$ cat config.mk
export PLATFORM = sky130hd
export DESIGN_NAME = sd_cmd_serializer
export DESIGN_NICKNAME = d
export VERILOG_FILES = /design/src/rtl/sd_cmd_pkg.sv /design/src/rtl/sd_crc7.sv /design/src/rtl/sd_cmd_serializer.sv
export SDC_FILE = /design/constraint.sdc
export NUM_CORES = 1
export LEC_CHECK = 0
export BUFFER_PORTS_ARGS = -buffer_cell sky130_fd_sc_hd__buf_2
export CAP_MARGIN = 5
export CELL_PAD_IN_SITES_DETAIL_PLACEMENT = 2
export CELL_PAD_IN_SITES_GLOBAL_PLACEMENT = 2
export CORE_AREA = 2 2 95 97
export DETAILED_ROUTE_END_ITERATION = 8
export DIE_AREA = 0 0 97 99
export PLACE_DENSITY_LB_ADDON = 0.1
export SYNTH_ARGS = -nofsm -noshare
export SYNTH_HDL_FRONTEND = slang
export SYNTH_SLANG_ARGS = --single-unit
$ cat constraint.sdc
create_clock -name Clk -period 2.5 [get_ports Clk]
set_clock_uncertainty 0.05 [all_clocks]
set_input_delay 0.625 -clock Clk [delete_from_list [all_inputs] [get_ports Clk]]
set_output_delay 0.625 -clock Clk [all_outputs]
set_load 0.005 [all_outputs]
$ cat src/rtl/sd_cmd_pkg.sv
// SD command serializer shared types and CRC7 helper.
// State encoding, token geometry and the serial CRC7 step.
package sd_cmd_pkg;

   typedef enum logic [2:0] {
      S_IDLE,
      S_CONTENT,
      S_CRC,
      S_END,
      S_GAP
   } state_t;

   localparam logic [6:0] cCrc7Poly    = 7'h09;
   localparam int         cContentBits = 40;
   localparam int         cTokenBits   = 48;

   // One serial step of x^7+x^3+1, MSB-first data.
   function automatic logic [6:0] crc7_next(
      input logic [6:0] c,
      input logic       b
   );
      logic f;
      f = c[6] ^ b;
      return {c[5:0], 1'b0} ^ (f ? cCrc7Poly : 7'h00);
   endfunction

endpackage

$ cat src/rtl/sd_crc7.sv
// Serial CRC7 accumulator for the SD command token.
// Clear wins over enable; register exposed for bit selection.
module sd_crc7
   import sd_cmd_pkg::*;
(
   input  logic       i_clk,
   input  logic       i_rst_n,
   input  logic       i_clr,
   input  logic       i_en,
   input  logic       i_bit,
   output logic [6:0] o_crc
);

   logic [6:0] r_crc;

   // CRC register: sync clear, otherwise fold in one bit per enable.
   always_ff @(posedge i_clk) begin
      if (!i_rst_n) begin
         r_crc <= 7'h00;
      end else if (i_clr) begin
         r_crc <= 7'h00;
      end else if (i_en) begin
         r_crc <= crc7_next(r_crc, i_bit);
      end
   end

   assign o_crc = r_crc;

endmodule

$ cat src/rtl/sd_cmd_serializer.sv
// Host-side SD Cmd line transmitter.
// Sends {0,1,index,arg,CRC7,1} MSB-first, then holds an Ncc gap.
module sd_cmd_serializer
   import sd_cmd_pkg::*;
#(
   parameter int NCC_BITS = 8
) (
   input  logic        Clk,
   input  logic        nResetSync,
   input  logic        iStrobe,
   input  logic        iValid,
   input  logic [5:0]  iIndex,
   input  logic [31:0] iArg,
   output logic        oReady,
   output logic        oCmd,
   output logic        oCmdEn,
   output logic        oDone
);

   localparam logic [5:0] cLastContent = 6'(cContentBits - 1);
   localparam logic [5:0] cLastCrc     = 6'd6;
   localparam logic [5:0] cGapLast     = 6'(NCC_BITS - 1);

   state_t      r_state;
   state_t      w_state_nxt;
   logic [39:0] r_shift;
   logic [39:0] w_shift_nxt;
   logic [5:0]  r_cnt;
   logic [5:0]  w_cnt_nxt;
   logic        r_cmd;
   logic        w_cmd_nxt;
   logic        r_cmd_en;
   logic        w_en_nxt;
   logic        r_ready;
   logic        w_ready_nxt;
   logic        r_done;
   logic        w_done_nxt;
   logic        w_crc_clr;
   logic        w_crc_en;
   logic [6:0]  w_crc;
   logic [6:0]  w_crc_upd;

   sd_crc7 u_crc (
      .i_clk   (Clk),
      .i_rst_n (nResetSync),
      .i_clr   (w_crc_clr),
      .i_en    (w_crc_en),
      .i_bit   (r_cmd),
      .o_crc   (w_crc)
   );

   // CRC including the bit now on the line; its MSB leads the CRC field.
   assign w_crc_upd = crc7_next(w_crc, r_cmd);

   // State, datapath and output registers.
   always_ff @(posedge Clk) begin
      if (!nResetSync) begin
         r_state  <= S_IDLE;
         r_shift  <= '0;
         r_cnt    <= '0;
         r_cmd    <= 1'b1;
         r_cmd_en <= 1'b0;
         r_ready  <= 1'b1;
         r_done   <= 1'b0;
      end else begin
         r_state  <= w_state_nxt;
         r_shift  <= w_shift_nxt;
         r_cnt    <= w_cnt_nxt;
         r_cmd    <= w_cmd_nxt;
         r_cmd_en <= w_en_nxt;
         r_ready  <= w_ready_nxt;
         r_done   <= w_done_nxt;
      end
   end

   // Next-state and next-output logic; everything holds between strobes.
   always_comb begin
      w_state_nxt = r_state;
      w_shift_nxt = r_shift;
      w_cnt_nxt   = r_cnt;
      w_cmd_nxt   = r_cmd;
      w_en_nxt    = r_cmd_en;
      w_ready_nxt = r_ready;
      w_done_nxt  = 1'b0;
      w_crc_clr   = 1'b0;
      w_crc_en    = 1'b0;
      unique case (r_state)
         S_IDLE: begin
            w_ready_nxt = 1'b1;
            w_en_nxt    = 1'b0;
            w_cmd_nxt   = 1'b1;
            if (iValid && r_ready) begin
               w_shift_nxt = {1'b0, 1'b1, iIndex, iArg};
               w_crc_clr   = 1'b1;
               w_cnt_nxt   = '0;
               w_state_nxt = S_CONTENT;
               w_en_nxt    = 1'b1;
               w_cmd_nxt   = 1'b0;
               w_ready_nxt = 1'b0;
            end
         end
         S_CONTENT: begin
            if (iStrobe) begin
               w_crc_en    = 1'b1;
               w_shift_nxt = {r_shift[38:0], r_shift[39]};
               if (r_cnt == cLastContent) begin
                  w_state_nxt = S_CRC;
                  w_cnt_nxt   = '0;
                  w_cmd_nxt   = w_crc_upd[6];
               end else begin
                  w_cnt_nxt = r_cnt + 6'd1;
                  w_cmd_nxt = r_shift[38];
               end
            end
         end
         S_CRC: begin
            if (iStrobe) begin
               if (r_cnt == cLastCrc) begin
                  w_state_nxt = S_END;
                  w_cnt_nxt   = '0;
                  w_cmd_nxt   = 1'b1;
               end else begin
                  w_cnt_nxt = r_cnt + 6'd1;
                  w_cmd_nxt = w_crc[3'd5 - r_cnt[2:0]];
               end
            end
         end
         S_END: begin
            if (iStrobe) begin
               w_done_nxt  = 1'b1;
               w_en_nxt    = 1'b0;
               w_cmd_nxt   = 1'b1;
               w_cnt_nxt   = '0;
               w_state_nxt = S_GAP;
            end
         end
         S_GAP: begin
            if (iStrobe) begin
               if (r_cnt == cGapLast) begin
                  w_state_nxt = S_IDLE;
                  w_ready_nxt = 1'b1;
                  w_cnt_nxt   = '0;
               end else begin
                  w_cnt_nxt = r_cnt + 6'd1;
               end
            end
         end
         default: begin
            w_state_nxt = S_IDLE;
         end
      endcase
   end

   assign oReady = r_ready;
   assign oCmd   = r_cmd;
   assign oCmdEn = r_cmd_en;
   assign oDone  = r_done;

endmodule

### Word level (Yosys, flattened, before mapping)

Index checks and enable logic that the tools add are counted.

* flip-flop bits (word level): 60
* output and inout bits: 4

* equality and inequality tests: 15
* $lt $le $gt $ge: 1
* reductions and logical operators: 15
* $add $sub $neg: 2
* muxes and demuxes: 40
* bitwise operators: 3

Operators by type and width (number)
* two-way mux 40 bit: 2
* one-hot mux 40 bit (2 select lines): 1
* two-way mux 6 bit: 8
* one-hot mux 6 bit (5 select lines): 1
* two-way mux 3 bit: 8
* != test 2 bit (second input constant): 8
* one-hot mux 3 bit (5 select lines): 1
* two-way mux 1 bit: 14
* equality test 6 x 3 -> 1 bit (second input constant): 2
* AND reduction 8 bit: 1
* XOR 7 bit: 1
* adder 6 x 1 -> 6 bit (second input constant): 1
* equality test 3 x 2 -> 1 bit (second input constant): 2
* equality test 6 bit (second input constant): 1
* AND reduction 3 bit: 2
* AND reduction 6 bit: 1
* nonzero test 2 bit: 3
* nonzero test 5 bit: 1
* < comparator 3 x 4 -> 1 bit (second input constant): 1
* two-way mux 4 bit: 1
* one-hot mux 1 bit (2 select lines): 2
* one-hot mux 1 bit (4 select lines): 1
* AND reduction 2 bit: 2
* AND reduction 4 bit: 1
* other kinds (10): 10

### Depth between registers and ports, before layout

Gate-level depths: netlist of run 1.

* word-level depth: 6
* depth in mapped cells: 8
* mapped depth without buffers: 7

### By module

From an unflattened synthesis of run 1, not the netlist that was laid out.

* cell total of the unflattened synthesis: 366
* area total of the unflattened synthesis: 2997.9 sq um

Modules (own cells, without submodules)
* sd_cmd_serializer: sequential area each 1061.0 sq um, times used 1, area an instance 2711.4 sq um, cells each 338
* sd_crc7: sequential area each 140.1 sq um, times used 1, area an instance 286.5 sq um, cells each 28

### Least setup slack after synthesis of run 1

OpenSTA, ideal clock, no wires.

* kind: reg2reg
* from: reg r_cnt[1]
* to: reg r_state[1]
* slack: 415 ps
* path buffers: 0
* arrival: 1956 ps
* clock period less this slack: 2085 ps
* cell stages (with the launch flop): 7
* cells stage by stage: dfxtp_1 ha_1 nand4bb_1 or2_2 a211o_4 or3_1 a211oi_2

* cells in the longest elaborated chain, start to end: 3
* elaborated cells on any way between the ends: 7

RTL lines
* from (decl): line sd_cmd_serializer.sv:28 `logic [5:0] r_cnt;`
* from (signal assigned): line sd_cmd_serializer.sv:68 `r_cnt <= w_cnt_nxt;`
* equality test 6 x 3 -> 1 bit (tied with other cells): line sd_cmd_serializer.sv:139 `if (r_cnt == cGapLast) begin`
* != test 2 bit (no line)
* AND reduction 8 bit (no line) *
* to (signal assigned): line sd_cmd_serializer.sv:66 `r_state <= w_state_nxt;`
* to (decl): line sd_cmd_serializer.sv:24 `state_t r_state;`

Mark *: on every way between the ends. The rest lies on a longest branch, timed or not.
A chain may end at the register's enable or synchronous reset.

### Final worst setup path of run 1

* from: reg r_cnt[0]
* to: reg r_state[1]

Same word-level chain as after synthesis.

==> qor.csv, run 1 <==
metric;value;unit
status;finished, final reports clean;
Post-Synth Simple-Gate Area;16.6;%
Tot Pwr;3.80;mW
hold depth;2;
DR pass1 iterations;4;
Synth Area in Adders;1.31;%
largest family of logic cells by synthesized area;compound AO/OA/AOI/OAI gates;
DRC;0;
Worst R2R Setup Slack;160;ps
Die W;97;um
Setup violations, final;0;
r2r endpoint;r_state[1];
GRT Util Overall;17.4;%
Routed WL per cell;16.4;um
Post-synth top cells;dfxtp_1 (60), nor2_1 (48), a211oi_1 (40);
Clock H-tree levels;3;
Fillers;971;
Critical Path End Type;flop;
Post-Synth XOR/XNOR Area;0.611;%
Crit Path Category;flop to flop;
TritonCTS clock tree;done;
Yosys warning total;0;
vias in the first global route;2650;
port bufs;45;
number of max-cap violations;0;
Clock Path Buffers;2;
Initial Utilization;33.5;%
Synth top area share;41.9;%
Synth Area per Inst;8.96;um^2
WL final;7760;um
critical path arrival;2550;ps
cells along the critical path;ha_1, nand4bb_1, or2_2, a211o_4, or3_1, a211oi_2;
total core area;8550;um^2
cell accounting for the most synthesized area;dfxtp_1;
post-synth net total;365;
nets@finish;404;
CTS sink cnt;60;
R2R depth;6;
Clk pin slew, worst setup/hold paths;80;ps
FMAX;0.428;GHz
max-slew violations;0;
met2 routed WL;3720;um
LEAKAGE;1.31;nW
Power Density;1100;nW/um^2
Slew headroom;63.4;%
total CTS buffers;9;
DR vias;2470;
FF+latch area;1200;um^2
crit path time final;2340;ps
setup_tns;0;ps
worst vdd ir;445;uV
worst reg2reg startpoint;r_cnt[0];
Worst Tran Pin Value;548;ps
layout cell share with drive strength beyond 1;21.2;%
most numerous cell in the Yosys netlist;dfxtp_1;
CTS Hold Bufs;0;
io pins;46;
global route overflow;0;
worst hold slack;423;ps
Layout area overhead;20.3;%
first element of the critical path;r_cnt[0];
M1 WL;3770;um
RSZ-0062 raised after global routing;no;
initial antenna violation count;0;
EDFF count, synth;0;
Req. time, crit path;2710;ps
Synth Area in Compound Gates;20.3;%
wire length on met3;175;um
type of origin of the critical path;flop;
Std-Cell Rows;34;
largest net degree at the start of global routing;81;
first-pass GRT wire length;13500;um
Crit Path Max Fanout;9;
Hold Vio Cnt, Final;0;
Die Area;9600;um^2
footprint of the multi-input gates;1550;um^2
mux cell area share after synthesis;14.8;%
GPL Wtd Cong;0.736;
Synth area leaders;dfxtp_1 (42%), mux2i_1 (14%), a211oi_1 (10%);
async set-reset flop share out of synthesis;0;%
fin crit share;93.5;%
sequential area share after synthesis;41.9;%
Mapped Cells;320;
Via density;5.23;
Distinct cells, synth;46;
postcts setup bufs;0;
Die H;99;um
Routed Antenna Nets;0;
max incr delay on CP;500;ps
post_cts resized;0;
initial DRC count;57;
Most used DFF post-synth;dfxtp_1;
worst hold path type;flop to flop;
Mapped Area;2870;um^2
Root Buffer;clkbuf_8;
DR top layer;met4;
CP Capture Point;r_state[1];
slowest CP cell;dfxtp_1;
Skew-Pair Late Insertion Delay;340;ps
FF+latch count, synth;60;
detailed placement HPWL;5140;um
# diodes;0;
## cells by family after synthesis
logic type,Yosys count
AND/OR/NAND/NOR,102
multiplexers,41
XOR/XNOR,2
buffers and inverters,32
flip-flops,60
adder cells (fa/ha/maj),3
AO/OA/AOI/OAI,80
## worst min-delay path by stage
stage,from,end
detailed placement,u_crc.o_crc[4],u_crc.o_crc[5]
finish,u_crc.o_crc[4],u_crc.o_crc[5]
CTS,u_crc.o_crc[4],u_crc.o_crc[5]
global placement,r_shift[39],r_shift[39]
global route,u_crc.o_crc[4],u_crc.o_crc[5]
floorplan,u_crc.o_crc[0],u_crc.o_crc[1]
## final cells by class
cell class	count	area share, %
timing repair buffer	52	9.15
clock inverter	7	2.65
sequential	60	34.8
tap	108	3.92
clock buffer	9	3.59
multi-input combinational	228	45.0
inverter	8	0.871
## power breakdown
| group | leakage [nW] | internal [mW] | switching (mW) |
|---|---|---|---|
| clock network | 0.109 | 0.557 | 0.416 |
| logic | 0.709 | 0.608 | 0.805 |
| registers | 0.494 | 1.22 | 0.192 |
## layout by cell type (no fill, tap or decap), types with 2 or more instances in the layout
cell type and n:
dfxtp_1 60, nor2_1 48, buf_2 45, a211oi_1 40, mux2i_1 39, nand2_1 25
a21oi_1 15, clkbuf_8 9, inv_1 7, nand3_1 5, o21ai_0 5, and2_1 4
buf_4 4, a31oi_1 3, nor3_1 3, o31ai_1 3, nand4_1 3, ha_1 3
clkinv_2 3, buf_12 3, o211a_1 2, nand2b_1 2, or3_1 2, bufinv_16 2
## stage by stage
step,cells,area [um^2],worst slack (ps),utilization [%]
6_report,472,3450,163,40.3
5_1_grt,472,3450,23.3,40.3
4_1_cts,472,3450,144,40.3
3_5_place_dp,456,3230,216,37.8
3_3_place_gp,456,3230,284,37.8
2_1_floorplan,320,2870,415,-
## critical path, delay by kind of cell, from the launching register on
kind                     cells  cell delay (ps)
AND/OR/NAND/NOR              3              860
adder cells (fa/ha/maj)      1              280
flip-flops                   1              500
AO/OA/AOI/OAI                2              580
## flip-flops by register name, summed over array words and instances, names as in the netlist
register and count:
u_crc.o_crc 7, oCmd 1, oCmdEn 1, oReady 1
r_state 3, oDone 1, r_cnt 6, r_shift 40
## metal layers
metal | track usage (%) | up-vias
li1 | - | 1237
met1 | 22.7 | 1196
met2 | 28.5 | 29
met3 | 3.26 | 8
met4 | 6.83 | 0
met5 | 0 | -
No activity file was read; power rests on OpenSTA's default activity.
==> run 2: changes to the inputs <==
ABC_AREA = 1   (was not set)
CORE_AREA = 2 2 101 103   (was 2 2 95 97)
DIE_AREA = 0 0 103 105   (was 0 0 97 99)
==> run 2 against run 1 <==
  * Via count up 18%
  * Sequential power up 7%
  * Setup slack better by 380 ps
  * First-iteration DRC count up 18%
  * Area after synthesis up 2.0%
  * Clock-buffer cell count up 2
  * Wire length up 11%
  * Synthesized cell count up 29%
  * Total power down 2.4%
  * Clock power down 17%
  * Sequential share of layout area up 0.40 points
  * Sequential cell count unchanged
  * Highest routed layer unchanged
==> qor.csv, run 2 <==
metric;value;unit;change
status;finished, final reports clean;;
Hold Startpoint;u_crc.o_crc[1];;
Clock Path Buffers;2;;unchanged
Power Density;1090;nW/um^2;-1.3%
Util after Layout;35.4;%;-5.0 points
Clock H-tree levels;3;;unchanged
Mapped Cells;414;;+29%
postcts setup bufs;0;;unchanged
max reg flops;40;;unchanged
Via density;4.95;;-5.5%
Worst Tran Pin Value;437;ps;-111 ps
CTS sink cnt;60;;unchanged
Worst R2R Setup Slack;540;ps;+380 ps
GPL Wtd Cong;0.751;;+2.0%
io pins;46;;unchanged
commonest non-fill, non-tap cell in the layout;nand2_1;;
largest register by flop count;r_shift;;
worst hold slack;430;ps;+7.63 ps
nets@finish;498;;+23%
vias in the first global route;3109;;+17%
post_cts resized;0;;unchanged
FF+latch count, synth;60;;unchanged
sequential area share after synthesis;41.1;%;-0.82 points
Hold Vio Cnt, Final;0;;unchanged
Setup violations, final;0;;unchanged
Layout area overhead;16.6;%;
post-synth net total;459;;+26%
CTS Hold Bufs;0;;unchanged
FMAX;0.510;GHz;+19%
crit path time final;1960;ps;-377 ps
Fillers;1204;;+24%
Synth top area share;41.1;%;-0.82 points
commonest non-fill, non-tap cells in the layout;nand2_1 (127), dfxtp_1 (60), o21ai_0 (50), buf_2 (45), a31oi_1 (39);;
Die H;105;um;+6.1%
initial DRC count;67;;+18%
Critical Path End Type;flop;;
Slew headroom;70.9;%;+7.5 points
Yosys warning total;0;;unchanged
combinational share of power;37.7;%;+0.5 points
setup_tns;0;ps;unchanged
fin cells;591;;+25%
Distinct cells, synth;30;;-35%
# diodes;0;;unchanged
max-slew violations;0;;unchanged
layout cell share with drive strength beyond 1;17.9;%;-3.2 points
initial antenna violation count;0;;unchanged
worst vdd ir;355;uV;-20%
P_sw;1.56;mW;+10%
critical path arrival;2150;ps;-400 ps
Clock power frac;21.7;%;-3.9 points
RSZ-0062 raised after global routing;no;;
total CTS buffers;9;;unchanged
EDFF count, synth;0;;unchanged
worst reg2reg startpoint;r_cnt[1];;
DR vias;2924;;+18%
Crit Path Max Fanout;7;;-2
Req. time, crit path;2690;ps;-20 ps
Routed Antenna Nets;0;;unchanged
Post-synth top cells;nand2_1 (127), dfxtp_1 (60), o21ai_0 (50);;
WL final;8640;um;+11%
number of max-cap violations;0;;unchanged
worst hold path type;flop to flop;;
Std-Cell Rows;36;;+5.9%
cell accounting for the most synthesized area;dfxtp_1;;
first element of the critical path;r_cnt[1];;
TritonCTS clock tree;done;;
detailed placement HPWL;6180;um;+20%
fin crit share;78.4;%;-15 points
largest net degree at the start of global routing;40;;-51%
Synth area leaders;dfxtp_1 (41%), nand2_1 (16%), o21ai_0 (8.6%);;
Clk pin slew, worst setup/hold paths;70;ps;about the same
LEAKAGE;1.45;nW;+10%
Mapped Area;2920;um^2;+2.0%
GRT Util Overall;17.5;%;+0.17 points
DRC;0;;unchanged
Most used DFF post-synth;dfxtp_1;;
type of origin of the critical path;flop;;
global route overflow;0;;unchanged
first-pass GRT wire length;15200;um;+12%
Routed WL per cell;14.6;um;-11%
Skew-Pair Late Insertion Delay;340;ps;about the same
Seq pwr share;40.6;%;+3.4 points
Crit Path Category;flop to flop;;
DR pass1 iterations;4;;unchanged
async set-reset flop share out of synthesis;0;%;unchanged
internal power;2.15;mW;-9.9%
total core area;9640;um^2;+13%
most numerous cell in the Yosys netlist;nand2_1;;
Initial Utilization;30.3;%;-3.2 points
Die Area;10800;um^2;+13%
Die W;103;um;+6.2%
Synth Area per Inst;7.06;um^2;-21%
placed cell count;575;;+26%
port bufs;45;;unchanged
Root Buffer;clkbuf_8;;
switching portion of total power;42.0;%;+4.8 points
-- run 2: path summary, 6_finish.rpt --
kind,end,depth (start not counted)
max,r_state[0],10
min,u_crc.o_crc[1],2
min reg2reg,u_crc.o_crc[1],2
max reg2reg,r_state[0],10
-- run 2: through the flow --
| stage | cell area [um^2] | setup WS (ps) | total power, mW |
|---|---|---|---|
| after floorplan | 2920 | 910 | 2.58 |
| after global placement | 3230 | 575 | 2.88 |
| after detailed placement | 3230 | 493 | 2.95 |
| after CTS | 3410 | 515 | 3.79 |
| after global routing | 3410 | 329 | 4.08 |
| final | 3410 | 540 | 3.71 |
-- run 2: per-layer routing --
layer	global-route usage (%)	up-vias	wire [um]
li1	-	1460	-
met1	24.0	1421	4280
met2	27.8	38	4050
met3	4.48	5	247
met4	3.67	0	63
met5	0	-	0
-- run 2: logic make-up (layout without fill, tap and decap cells) --
logic type / count (synthesis) / count (layout) / synth area share (%)
XOR/XNOR: 1 / 1 / 0.300
adder cells (fa/ha/maj): 3 / 3 / 1.28
buffers and inverters: 56 / 100 / 9.20
flip-flops: 60 / 60 / 41.1
AO/OA/AOI/OAI: 113 / 113 / 21.2
AND/OR/NAND/NOR: 181 / 181 / 26.9
-- run 2: final cells by class --
type | count | area (um^2) | share of cell area [%]
Clock buffer | 11 | 141 | 4.15
Clock inverter | 5 | 36.3 | 1.06
Inverter | 33 | 126 | 3.71
Multi-Input combinational cell | 298 | 1450 | 42.7
Sequential cell | 60 | 1200 | 35.2
Tap cell | 133 | 166 | 4.88
Timing Repair Buffer | 51 | 283 | 8.30
-- run 2: critical path: stages, from the launching register on --
cell and delay [ps]:
dfxtp_1 480, ha_1 270, nand2_1 100, nor2_1 190, nand2_1 160, nand2_1 120
nand2_1 50, nor2_1 120, nand2_1 120, a21oi_1 150, nor2_1 50
-- run 2: power groups by stage --
stage / clock [mW] / sequential, mW / combinational [mW]
finish: 0.804 / 1.51 / 1.40
global route: 0.888 / 1.55 / 1.63
CTS: 0.846 / 1.51 / 1.44
detailed placement: 0 / 1.52 / 1.43
global placement: 0 / 1.51 / 1.37
floorplan: 0 / 1.46 / 1.12
